$ cat src/rtl/game_pkg.sv
// Shared definitions for the whack-a-mole display back-end: segment codes,
// FSM state encoding and the BCD-digit to 7-segment decoder.
package game_pkg;

  // Active-low segments, bit order {g,f,e,d,c,b,a}
  localparam logic [6:0] SEG_0     = 7'b1000000;
  localparam logic [6:0] SEG_1     = 7'b1111001;
  localparam logic [6:0] SEG_2     = 7'b0100100;
  localparam logic [6:0] SEG_3     = 7'b0110000;
  localparam logic [6:0] SEG_4     = 7'b0011001;
  localparam logic [6:0] SEG_5     = 7'b0010010;
  localparam logic [6:0] SEG_6     = 7'b0000010;
  localparam logic [6:0] SEG_7     = 7'b1111000;
  localparam logic [6:0] SEG_8     = 7'b0000000;
  localparam logic [6:0] SEG_9     = 7'b0010000;
  localparam logic [6:0] SEG_BLANK = 7'b1111111;
  localparam logic [6:0] SEG_DASH  = 7'b0111111;

  localparam logic [1:0] ST_IDLE   = 2'd0;
  localparam logic [1:0] ST_CONV_S = 2'd1;
  localparam logic [1:0] ST_CONV_T = 2'd2;
  localparam logic [1:0] ST_UPDATE = 2'd3;

  localparam logic [13:0] SCORE_MAX = 14'd9999;

  function automatic logic [6:0] seg_decode(input logic [3:0] d);
    logic [6:0] s;
    case (d)
      4'd0:    s = SEG_0;
      4'd1:    s = SEG_1;
      4'd2:    s = SEG_2;
      4'd3:    s = SEG_3;
      4'd4:    s = SEG_4;
      4'd5:    s = SEG_5;
      4'd6:    s = SEG_6;
      4'd7:    s = SEG_7;
      4'd8:    s = SEG_8;
      4'd9:    s = SEG_9;
      default: s = SEG_BLANK;
    endcase
    return s;
  endfunction

endpackage

$ cat src/rtl/bin2bcd_iter.sv
// Iterative double-dabble: one input bit per step, MSB first. Load and step
// may coincide, in which case the first shift happens from a cleared register.
module bin2bcd_iter (
  input  logic        clk,
  input  logic        rst_n,
  input  logic        load,
  input  logic [13:0] value,
  input  logic [3:0]  nbits,
  input  logic        step,
  output logic [15:0] bcd
);

  logic [13:0] val_q, val_d;
  logic [15:0] bcd_q, bcd_d;
  logic [13:0] aligned;
  logic [15:0] adj;

  always_comb begin
    // Left-justify so the next bit to shift is always val[13]
    aligned = value << (4'd14 - nbits);
    adj     = bcd_q;
    for (int i = 0; i < 4; i++) begin
      if (bcd_q[4*i +: 4] >= 4'd5) adj[4*i +: 4] = bcd_q[4*i +: 4] + 4'd3;
    end
    bcd_d = bcd_q;
    val_d = val_q;
    if (load && step) begin
      bcd_d = {15'd0, aligned[13]};
      val_d = {aligned[12:0], 1'b0};
    end else if (load) begin
      bcd_d = '0;
      val_d = aligned;
    end else if (step) begin
      bcd_d = {adj[14:0], val_q[13]};
      val_d = {val_q[12:0], 1'b0};
    end
  end

  always_ff @(posedge clk or negedge rst_n) begin
    if (!rst_n) begin
      val_q <= '0;
      bcd_q <= '0;
    end else begin
      val_q <= val_d;
      bcd_q <= bcd_d;
    end
  end

  assign bcd = bcd_q;

endmodule

$ cat src/rtl/score_timer_display.sv
// Score/timer/speed to eight active-low 7-segment displays. Score and timer
// share one double-dabble engine; display refresh lands 21 edges after capture.
module score_timer_display
  import game_pkg::*;
#(
  parameter int BLINK_DIV  = 25_000_000,
  parameter bit LEAD_BLANK = 1'b1
) (
  input  logic        clk,
  input  logic        rst_n,
  input  logic [13:0] score,
  input  logic [5:0]  timer,
  input  logic [1:0]  speed_level,
  input  logic        game_over,
  output logic [6:0]  hex0,
  output logic [6:0]  hex1,
  output logic [6:0]  hex2,
  output logic [6:0]  hex3,
  output logic [6:0]  hex4,
  output logic [6:0]  hex5,
  output logic [6:0]  hex6,
  output logic [6:0]  hex7,
  output logic        busy
);

  localparam int BW = (BLINK_DIV > 1) ? $clog2(BLINK_DIV) : 1;

  logic [1:0]  state_q, state_d;
  logic [3:0]  cnt_q, cnt_d;
  logic [13:0] last_score_q, last_score_d;
  logic [5:0]  last_timer_q, last_timer_d;
  logic        force_q, force_d;
  logic        busy_q, busy_d;
  logic [15:0] score_bcd_q, score_bcd_d;
  logic [27:0] score_seg_q, score_seg_d;
  logic [27:0] new_seg;
  logic [6:0]  hex0_q, hex1_q, hex2_q, hex3_q, hex4_q, hex5_q, hex7_q;
  logic [6:0]  hex4_d, hex5_d, hex7_d;
  logic [27:0] score_out_d;
  logic [BW-1:0] blink_cnt_q;
  logic        blink_ph_q;
  logic        upd;

  logic        eng_load, eng_step;
  logic [13:0] eng_value;
  logic [3:0]  eng_nbits;
  logic [15:0] eng_bcd;

  bin2bcd_iter u_bcd (
    .clk   (clk),
    .rst_n (rst_n),
    .load  (eng_load),
    .value (eng_value),
    .nbits (eng_nbits),
    .step  (eng_step),
    .bcd   (eng_bcd)
  );

  always_comb begin
    state_d      = state_q;
    cnt_d        = cnt_q;
    last_score_d = last_score_q;
    last_timer_d = last_timer_q;
    force_d      = force_q;
    busy_d       = busy_q;
    score_bcd_d  = score_bcd_q;
    upd          = 1'b0;
    eng_load     = 1'b0;
    eng_step     = 1'b0;
    eng_value    = '0;
    eng_nbits    = 4'd0;
    case (state_q)
      ST_IDLE: begin
        if (force_q || {score, timer} != {last_score_q, last_timer_q}) begin
          last_score_d = score;
          last_timer_d = timer;
          eng_load     = 1'b1;
          eng_value    = (score > SCORE_MAX) ? SCORE_MAX : score;
          eng_nbits    = 4'd14;
          force_d      = 1'b0;
          busy_d       = 1'b1;
          cnt_d        = 4'd0;
          state_d      = ST_CONV_S;
        end
      end
      ST_CONV_S: begin
        eng_step = 1'b1;
        cnt_d    = cnt_q + 4'd1;
        if (cnt_q == 4'd13) begin
          cnt_d   = 4'd0;
          state_d = ST_CONV_T;
        end
      end
      ST_CONV_T: begin
        eng_step = 1'b1;
        // First timer step reloads the engine; grab the finished score first
        if (cnt_q == 4'd0) begin
          eng_load    = 1'b1;
          eng_value   = {8'd0, last_timer_q};
          eng_nbits   = 4'd6;
          score_bcd_d = eng_bcd;
        end
        cnt_d = cnt_q + 4'd1;
        if (cnt_q == 4'd5) begin
          cnt_d   = 4'd0;
          state_d = ST_UPDATE;
        end
      end
      default: begin
        upd     = 1'b1;
        busy_d  = 1'b0;
        state_d = ST_IDLE;
      end
    endcase
  end

  always_comb begin
    logic bl3, bl2, bl1;
    bl3 = LEAD_BLANK && (score_bcd_q[15:12] == 4'd0);
    bl2 = bl3 && (score_bcd_q[11:8] == 4'd0);
    bl1 = bl2 && (score_bcd_q[7:4] == 4'd0);
    new_seg = {bl3 ? SEG_BLANK : seg_decode(score_bcd_q[15:12]),
               bl2 ? SEG_BLANK : seg_decode(score_bcd_q[11:8]),
               bl1 ? SEG_BLANK : seg_decode(score_bcd_q[7:4]),
               seg_decode(score_bcd_q[3:0])};
    score_seg_d = upd ? new_seg : score_seg_q;
    score_out_d = (game_over && blink_ph_q) ? {4{SEG_BLANK}} : score_seg_d;
    hex4_d      = upd ? seg_decode(eng_bcd[3:0]) : hex4_q;
    hex5_d      = upd ? seg_decode(eng_bcd[7:4]) : hex5_q;
    hex7_d      = (speed_level == 2'd3) ? SEG_DASH : seg_decode({2'b00, speed_level} + 4'd1);
  end

  always_ff @(posedge clk or negedge rst_n) begin
    if (!rst_n) begin
      state_q      <= ST_IDLE;
      cnt_q        <= '0;
      last_score_q <= '0;
      last_timer_q <= '0;
      force_q      <= 1'b1;
      busy_q       <= 1'b0;
      score_bcd_q  <= '0;
      score_seg_q  <= {4{SEG_BLANK}};
      hex0_q       <= SEG_BLANK;
      hex1_q       <= SEG_BLANK;
      hex2_q       <= SEG_BLANK;
      hex3_q       <= SEG_BLANK;
      hex4_q       <= SEG_BLANK;
      hex5_q       <= SEG_BLANK;
      hex7_q       <= SEG_BLANK;
      blink_cnt_q  <= '0;
      blink_ph_q   <= 1'b0;
    end else begin
      state_q      <= state_d;
      cnt_q        <= cnt_d;
      last_score_q <= last_score_d;
      last_timer_q <= last_timer_d;
      force_q      <= force_d;
      busy_q       <= busy_d;
      score_bcd_q  <= score_bcd_d;
      score_seg_q  <= score_seg_d;
      hex0_q       <= score_out_d[6:0];
      hex1_q       <= score_out_d[13:7];
      hex2_q       <= score_out_d[20:14];
      hex3_q       <= score_out_d[27:21];
      hex4_q       <= hex4_d;
      hex5_q       <= hex5_d;
      hex7_q       <= hex7_d;
      if (blink_cnt_q == BW'(BLINK_DIV - 1)) begin
        blink_cnt_q <= '0;
        blink_ph_q  <= ~blink_ph_q;
      end else begin
        blink_cnt_q <= blink_cnt_q + 1'b1;
      end
    end
  end

  assign hex0 = hex0_q;
  assign hex1 = hex1_q;
  assign hex2 = hex2_q;
  assign hex3 = hex3_q;
  assign hex4 = hex4_q;
  assign hex5 = hex5_q;
  assign hex6 = SEG_BLANK;
  assign hex7 = hex7_q;
  assign busy = busy_q;

endmodule

$ cat config.mk
export PLATFORM = sky130hd
export DESIGN_NAME = score_timer_display
export DESIGN_NICKNAME = d
export VERILOG_FILES = /design/src/rtl/game_pkg.sv /design/src/rtl/bin2bcd_iter.sv /design/src/rtl/score_timer_display.sv
export SDC_FILE = /design/constraint.sdc
export NUM_CORES = 1
export LEC_CHECK = 0
export ABC_AREA = 1
export ABC_CLOCK_PERIOD_IN_PS = 3300
export CORE_MARGIN = 2
export CORE_UTILIZATION = 60
export DETAILED_ROUTE_END_ITERATION = 8
export PLACE_DENSITY_LB_ADDON = 0.3
export RECOVER_POWER = 100
export SLEW_MARGIN = 10
export SYNTH_ARGS = -nofsm -noshare
export SYNTH_HDL_FRONTEND = slang
export SYNTH_SLANG_ARGS = --single-unit
$ cat constraint.sdc
create_clock -name clk -period 3.3 [get_ports clk]
set_clock_uncertainty 0.05 [all_clocks]
set_input_delay 0.495 -clock clk [delete_from_list [all_inputs] [get_ports clk]]
set_output_delay 0.495 -clock clk [all_outputs]
set_load 0.005 [all_outputs]
Word-level counts from Yosys, hierarchy flattened
Memories as Yosys holds them, arrays and structs flattened. A register that Yosys moved wholly into a read port is not among the register bits.
Cells that the tools add are included.
{"block": "classes", "n_shift": 1, "bitwise_logic": 2, "n_addsub": 8, "eq_ne": 10, "n_reduce_logical": 23, "mux": 38, "order_cmp": 5}
{"operator": "two-way mux 14 bit", "n": 5}
{"operator": "two-way mux 28 bit", "n": 2}
{"operator": "two-way mux 16 bit", "n": 3}
{"operator": "two-way mux 4 bit", "n": 7}
{"operator": "two-way mux 7 bit", "n": 4}
{"operator": "case mux 14 bit (2 select lines)", "n": 1}
{"operator": "adder 25 x 1 -> 25 bit, second input constant", "n": 1}
{"operator": "equality test 25 bit, second input constant", "n": 1}
{"operator": "two-way mux 25 bit", "n": 1}
{"operator": "inequality test 20 bit", "n": 1}
{"operator": ">= comparator 4 x 3 -> 1 bit, second input constant", "n": 4}
{"operator": "zero test 4 bit", "n": 4}
{"operator": "> comparator 14 bit, second input constant", "n": 1}
{"operator": "<< shifter 14 x 4 -> 14 bit", "n": 1}
{"operator": "adder 4 x 2 -> 4 bit, second input constant", "n": 3}
{"operator": "case mux 4 bit (3 select lines)", "n": 1}
{"operator": "case mux 4 bit (2 select lines)", "n": 1}
{"operator": "AND reduction 2 bit", "n": 4}
{"operator": "two-way mux 2 bit", "n": 3}
{"operator": "two-way mux 3 bit", "n": 2}
{"operator": "two-way mux 6 bit", "n": 1}
{"operator": "inequality test 2 bit, second input constant", "n": 3}
{"operator": "case mux 2 bit (3 select lines)", "n": 1}
{"operator": "nonzero test 3 bit", "n": 2}
{"operator": "other kinds (18)", "n": 30}
{"block": "word_totals", "wordCells": 111, "romBits": 784, "ff_bits": 163, "inputBits": 25, "memories": 7, "output_inout_bits": 57}
{"memory": "(name not given)", "depth": 16, "width": 7, "rd": 1, "rd_ports_with_merged_regs": 0, "wr": 0, "line_no": "game_pkg.sv:28", "source": "case (d)"}
{"memory": "(name not given)", "depth": 16, "width": 7, "rd": 1, "rd_ports_with_merged_regs": 0, "wr": 0, "line_no": "game_pkg.sv:28"}
{"memory": "(name not given)", "depth": 16, "width": 7, "rd": 1, "rd_ports_with_merged_regs": 0, "wr": 0, "line_no": "game_pkg.sv:28"}
{"memory": "(name not given)", "depth": 16, "width": 7, "rd": 1, "rd_ports_with_merged_regs": 0, "wr": 0, "line_no": "game_pkg.sv:28"}
{"memory": "(name not given)", "depth": 16, "width": 7, "rd": 1, "rd_ports_with_merged_regs": 1, "wr": 0, "line_no": "game_pkg.sv:28"}
{"memory": "(name not given)", "depth": 16, "width": 7, "rd": 1, "rd_ports_with_merged_regs": 1, "wr": 0, "line_no": "game_pkg.sv:28"}
{"memory": "1 more memories"}

Longest topological paths before layout
{"block": "depth", "ltp_word": 8, "ltp_mapped": 15, "depth_no_buf": 15}

Hierarchy
Synthesis repeated with hierarchy kept, for this count alone.
{"block": "unflattened", "hier_cells": 1254, "hier_area_um2": 10084.7}
{"mod": "score_timer_display", "n_inst": 1, "area_each_um2": 7756.2, "cells_each": 912, "seq_area_each_um2": 3749.8}
{"mod": "bin2bcd_iter", "n_inst": 1, "area_each_um2": 2328.5, "cells_each": 342, "seq_area_each_um2": 750.7}

Worst setup path before layout
No wires, ideal clock.
{"block": "synth_path", "kind": "input to register", "startpoint": "input score[4]", "endpoint": "register u_bcd.val_q[12]", "n_path_buf": 1, "slack_ns": 1.394, "path_stages": 14, "t_arrival_ns": 1.735, "required_ns": 3.129, "cell_sequence": "inv_1 nand2_1 nand2_1 nor2_1 nand2_1 nor2_1 nand3_4 nand2_4 nand2_4 nor2_8 inv_2 buf_6 nand3_1 nand2_1"}
{"block": "synth_via", "elab_chain_len": 8, "elab_cells_between_ends": 16}
{"item": "start: declaration", "line_no": "score_timer_display.sv:11", "source": "input logic [13:0] score,"}
{"item": "inequality test 20 bit", "line_no": "score_timer_display.sv:74", "source": "if (force_q || {score, timer} != {last_score_q, last_timer_q}) begin"}
{"item": "logical OR 1 bit", "line_no": "score_timer_display.sv:74"}
{"item": "two-way mux 4 bit", "line_no": "score_timer_display.sv:74"}
{"item": "case mux 4 bit (2 select lines)", "line_no": "score_timer_display.sv:72", "source": "case (state_q)"}
{"item": "subtractor 4 bit", "line_no": "bin2bcd_iter.sv:20", "source": "aligned = value << (4'd14 - nbits);"}
{"item": "<< shifter 14 x 4 -> 14 bit", "line_no": "bin2bcd_iter.sv:20"}
{"item": "two-way mux 14 bit", "line_no": "bin2bcd_iter.sv:30", "source": "end else if (load) begin"}
{"item": "two-way mux 14 bit", "line_no": "bin2bcd_iter.sv:27", "source": "if (load && step) begin"}
{"item": "end signal: assignment", "line_no": "bin2bcd_iter.sv:44", "source": "val_q <= val_d;"}
{"item": "end: declaration", "line_no": "bin2bcd_iter.sv:13", "source": "logic [13:0] val_q, val_d;"}
Parallel ways exist; a longest one is shown, timed or not.
A chain may end at the register's enable or synchronous reset.

Final worst setup path
{"block": "layout_path", "startpoint": "input score[6]", "endpoint": "register u_bcd.val_q[3]"}
Same word-level chain as after synthesis.

==> impl_metrics.yaml <==
layout:
  drive_gt1_share_pct: 11.06
  fillers: 1199
  stdcell_area_sq_mm: 0.01059
  fin_cells: 1390
  post-route-util_pct: 70.18
  final_nets: 1261
  most-common-layout-cells: "nand2_1 (263), inv_1 (168), nor2_1 (107)"
  multi_input_area_sq_mm: 0.003837
  final_common_cell: "nand2_1"
  seqCellArea_sq_mm: 0.004501
  area_delta_synth_final_pct: 14.89
  n_antenna_cell: 0
synthesis:
  synth_seq_area_share_pct: 48.83
  ys_warn_count: 0
  synth_edf_count: 0
  ys_ff_latch: 176
  syn_area_sq_mm: 0.009218
  syn_area_per_cell_sq_um: 8.237
  synthArstFlopShare_pct: 100.0
  synth_cell_types: 46
  synth_cells: 1119
  synth-main-ff-cell: "dfrtp_1"
timing:
  final-hold-violation-count: 0
  rsz0062_at_grt: "no"
  finalCritPeriodShare_pct: 87.85
  tns_ns: 0
  finalCriticalPeriod_ns: 2.899
  maxSlewViolCount: 67
  whs_ns: 0.4079
  slew-limit-headroom_pct: -9.377
  tightestPinTransition_ns: 1.641
  timing.fmax_mhz: 344.9
  setup_viol: 0
placed_design:
  hpwl_mm: 13.15
  dp_cells: 1358
  placed_cell_area_sq_mm: 0.01008
  gp_congestion: 0.9270
  placement.io_buffers: 74
die:
  die-area_sq_mm: 0.01637
  row_count: 45
  start_util_pct: 61.09
  die_h_microns: 127.9
  die_x_microns: 127.9
  coreArea_sq_mm: 0.01509
  io_pins: 82
setup_path:
  crit_type: "input port to register"
  start_kind: "input port"
  worstPathMaxFanout: 18
  critical_path.top_delay_family: "simple AND/OR/NAND/NOR gates"
  end_kind: "register"
  cp_num_cells: 14
  cp_data_arrival_time_ns: 3.16
  crit_path_cell_trace: "clkdlybuf4s50_1, nand2_1, nand2_1, nor2_1, nand2_1, nor2_1, nand3_1, nand2_4, nand2_4, clkinvlp_2, nand2_1, nand3_1, nand2_1, nand2_1"
  rr_worst_depth: 14
  critical_path.slowest_cell: "clkinvlp_2"
  crit_top_cell: "nand2_1"
  cp.required_ns: 3.56
  timing.critical_path.buf_inv: 2
  critPathMaxStageDelay_ns: 0.63
routing:
  wl_met1_mm: 8.256
  drc: 0
  wl_per_cell_microns: 13.32
  dr.pass1.iters: 5
  highest_layer: "met4"
  via_per_inst: 5.342
  routed_wl_mm: 18.51
  ant_nets: 0
  drt_iter0_drc: 590
  num_vias: 7425
  dr_wl_met3_microns: 928
  wl_met2_mm: 9.058
run_status:
  violations: "capacitance limit, slew limit"
  status: "complete, but fails checks"
global_routing:
  overflow: 0
  grt_max_degree: 68
  grt_pass1_vias: 7004
  grt_pass1_wl_mm: 31.78
  grt.total_usage_pct: 24.01
  antenna_found_initial: 0
pwr:
  ir_drop_uv: 398.3
  power_density_mw_per_mm2: 629.7
  p_leak_uw: 0.005226
job:
  maxCapViolations: 1
hold_path:
  min-delay-path-class: "input port to asynchronous set/reset pin"
clock_tree:
  hold_buffers: 0
  cts_setup_buffers: 0
  insertion_delay_ns: 0.43
  cts-htree-levels: 4
  cts_resized: 0
  cts_tree: "built"
  clkSinkCount: 176
  cts.clk_slew.worst_paths_ns: 0.07
  clk_root_buffer_cell: "clkbuf_16"
  cts_buffers: 17
  clockBufferDepth: 2
==> cell families (layout without fill, tap and decap cells) <==
group	Yosys count	count (layout)	share of synthesized area, %
XOR/XNOR	10	10	0.9502
other	1	7	0.04068
buffers and inverters	210	287	9.325
AND/OR/NAND/NOR	471	471	21.49
adder cells (fa/ha/maj)	47	47	6.380
flip-flops	176	176	48.83
AO/OA/AOI/OAI	204	204	12.99
==> Yosys cell counts, drive strengths merged, types with 3 or more instances <==
| cell | count | area share, % |
|---|---|---|
| buf | 20 | 1.6 |
| ha | 47 | 6.4 |
| or2 | 3 | 0.20 |
| clkbuf | 17 | 0.69 |
| xor2 | 8 | 0.76 |
| o211ai | 18 | 1.5 |
| o22ai | 15 | 1.2 |
| o21a | 8 | 0.65 |
| o21ai | 89 | 5.1 |
| nand4 | 15 | 1.0 |
| a31oi | 8 | 0.54 |
| nor2 | 110 | 4.8 |
| nand3 | 58 | 3.3 |
| dfstp | 77 | 22 |
| nor4 | 5 | 0.34 |
| nand2 | 265 | 11 |
| inv | 172 | 7.0 |
| dfrtp | 99 | 27 |
| nor3 | 13 | 0.71 |
| a21oi | 52 | 2.8 |
| o31ai | 4 | 0.33 |
==> sequential cells by signal, indices dropped and copies added, names as in the netlist, 2 cells and up <==
register	flops
blink_cnt_q	25
score_bcd_q	16
u_bcd.bcd	16
hex4	7
last_timer_q	6
cnt_q	4
hex7	6
hex0	7
hex3	7
last_score_q	14
score_seg_q	28
hex1	7
hex5	7
u_bcd.val_q	14
state_q	2
hex2	7
==> layer usage <==
metal	vias to the layer above	global-route usage, %
met5	-	0
met4	0	7.304
met3	28	5.634
met2	208	40.45
met1	3477	31.07
li1	3712	-
==> where the power goes <==
group | internal [uW] | switching [uW]
clock | 1070 | 839
combinational | 728 | 809
sequential | 2950 | 272
==> final cells by class <==
cell class / count / area share (%)
well taps: 188 / 2.221
clock buffers: 21 / 4.655
repair buffers: 82 / 7.538
multi-input cells: 739 / 36.24
clock inverters: 11 / 0.7089
inverters: 173 / 6.144
flip-flops and latches: 176 / 42.50
==> stage by stage <==
step / setup slack, ns / total power, uW
global route: 0.1802 / 7089
floorplan: 1.394 / 4104
finish: 0.4008 / 6669
detailed placement: 0.2309 / 4898
global placement: 0.3071 / 4826
CTS: 0.6776 / 6820
==> path summary, 6_finish.rpt <==
kind	slack, ns	from	to
setup / recovery	0.40	score[6]	u_bcd.val_q[3]$_DFFE_PN0P_
min in group clk	0.41	force_q$_DFFE_PN1P_	force_q$_DFFE_PN1P_
max in group asynchronous	0.96	rst_n	cnt_q[3]$_DFFE_PN0P_
setup reg to reg	0.54	last_timer_q[1]$_DFFE_PN0P_	u_bcd.val_q[3]$_DFFE_PN0P_
hold / removal	0.41	rst_n	last_timer_q[4]$_DFFE_PN0P_
hold reg to reg	0.41	force_q$_DFFE_PN1P_	force_q$_DFFE_PN1P_
(Power assumes the default switching activity.)
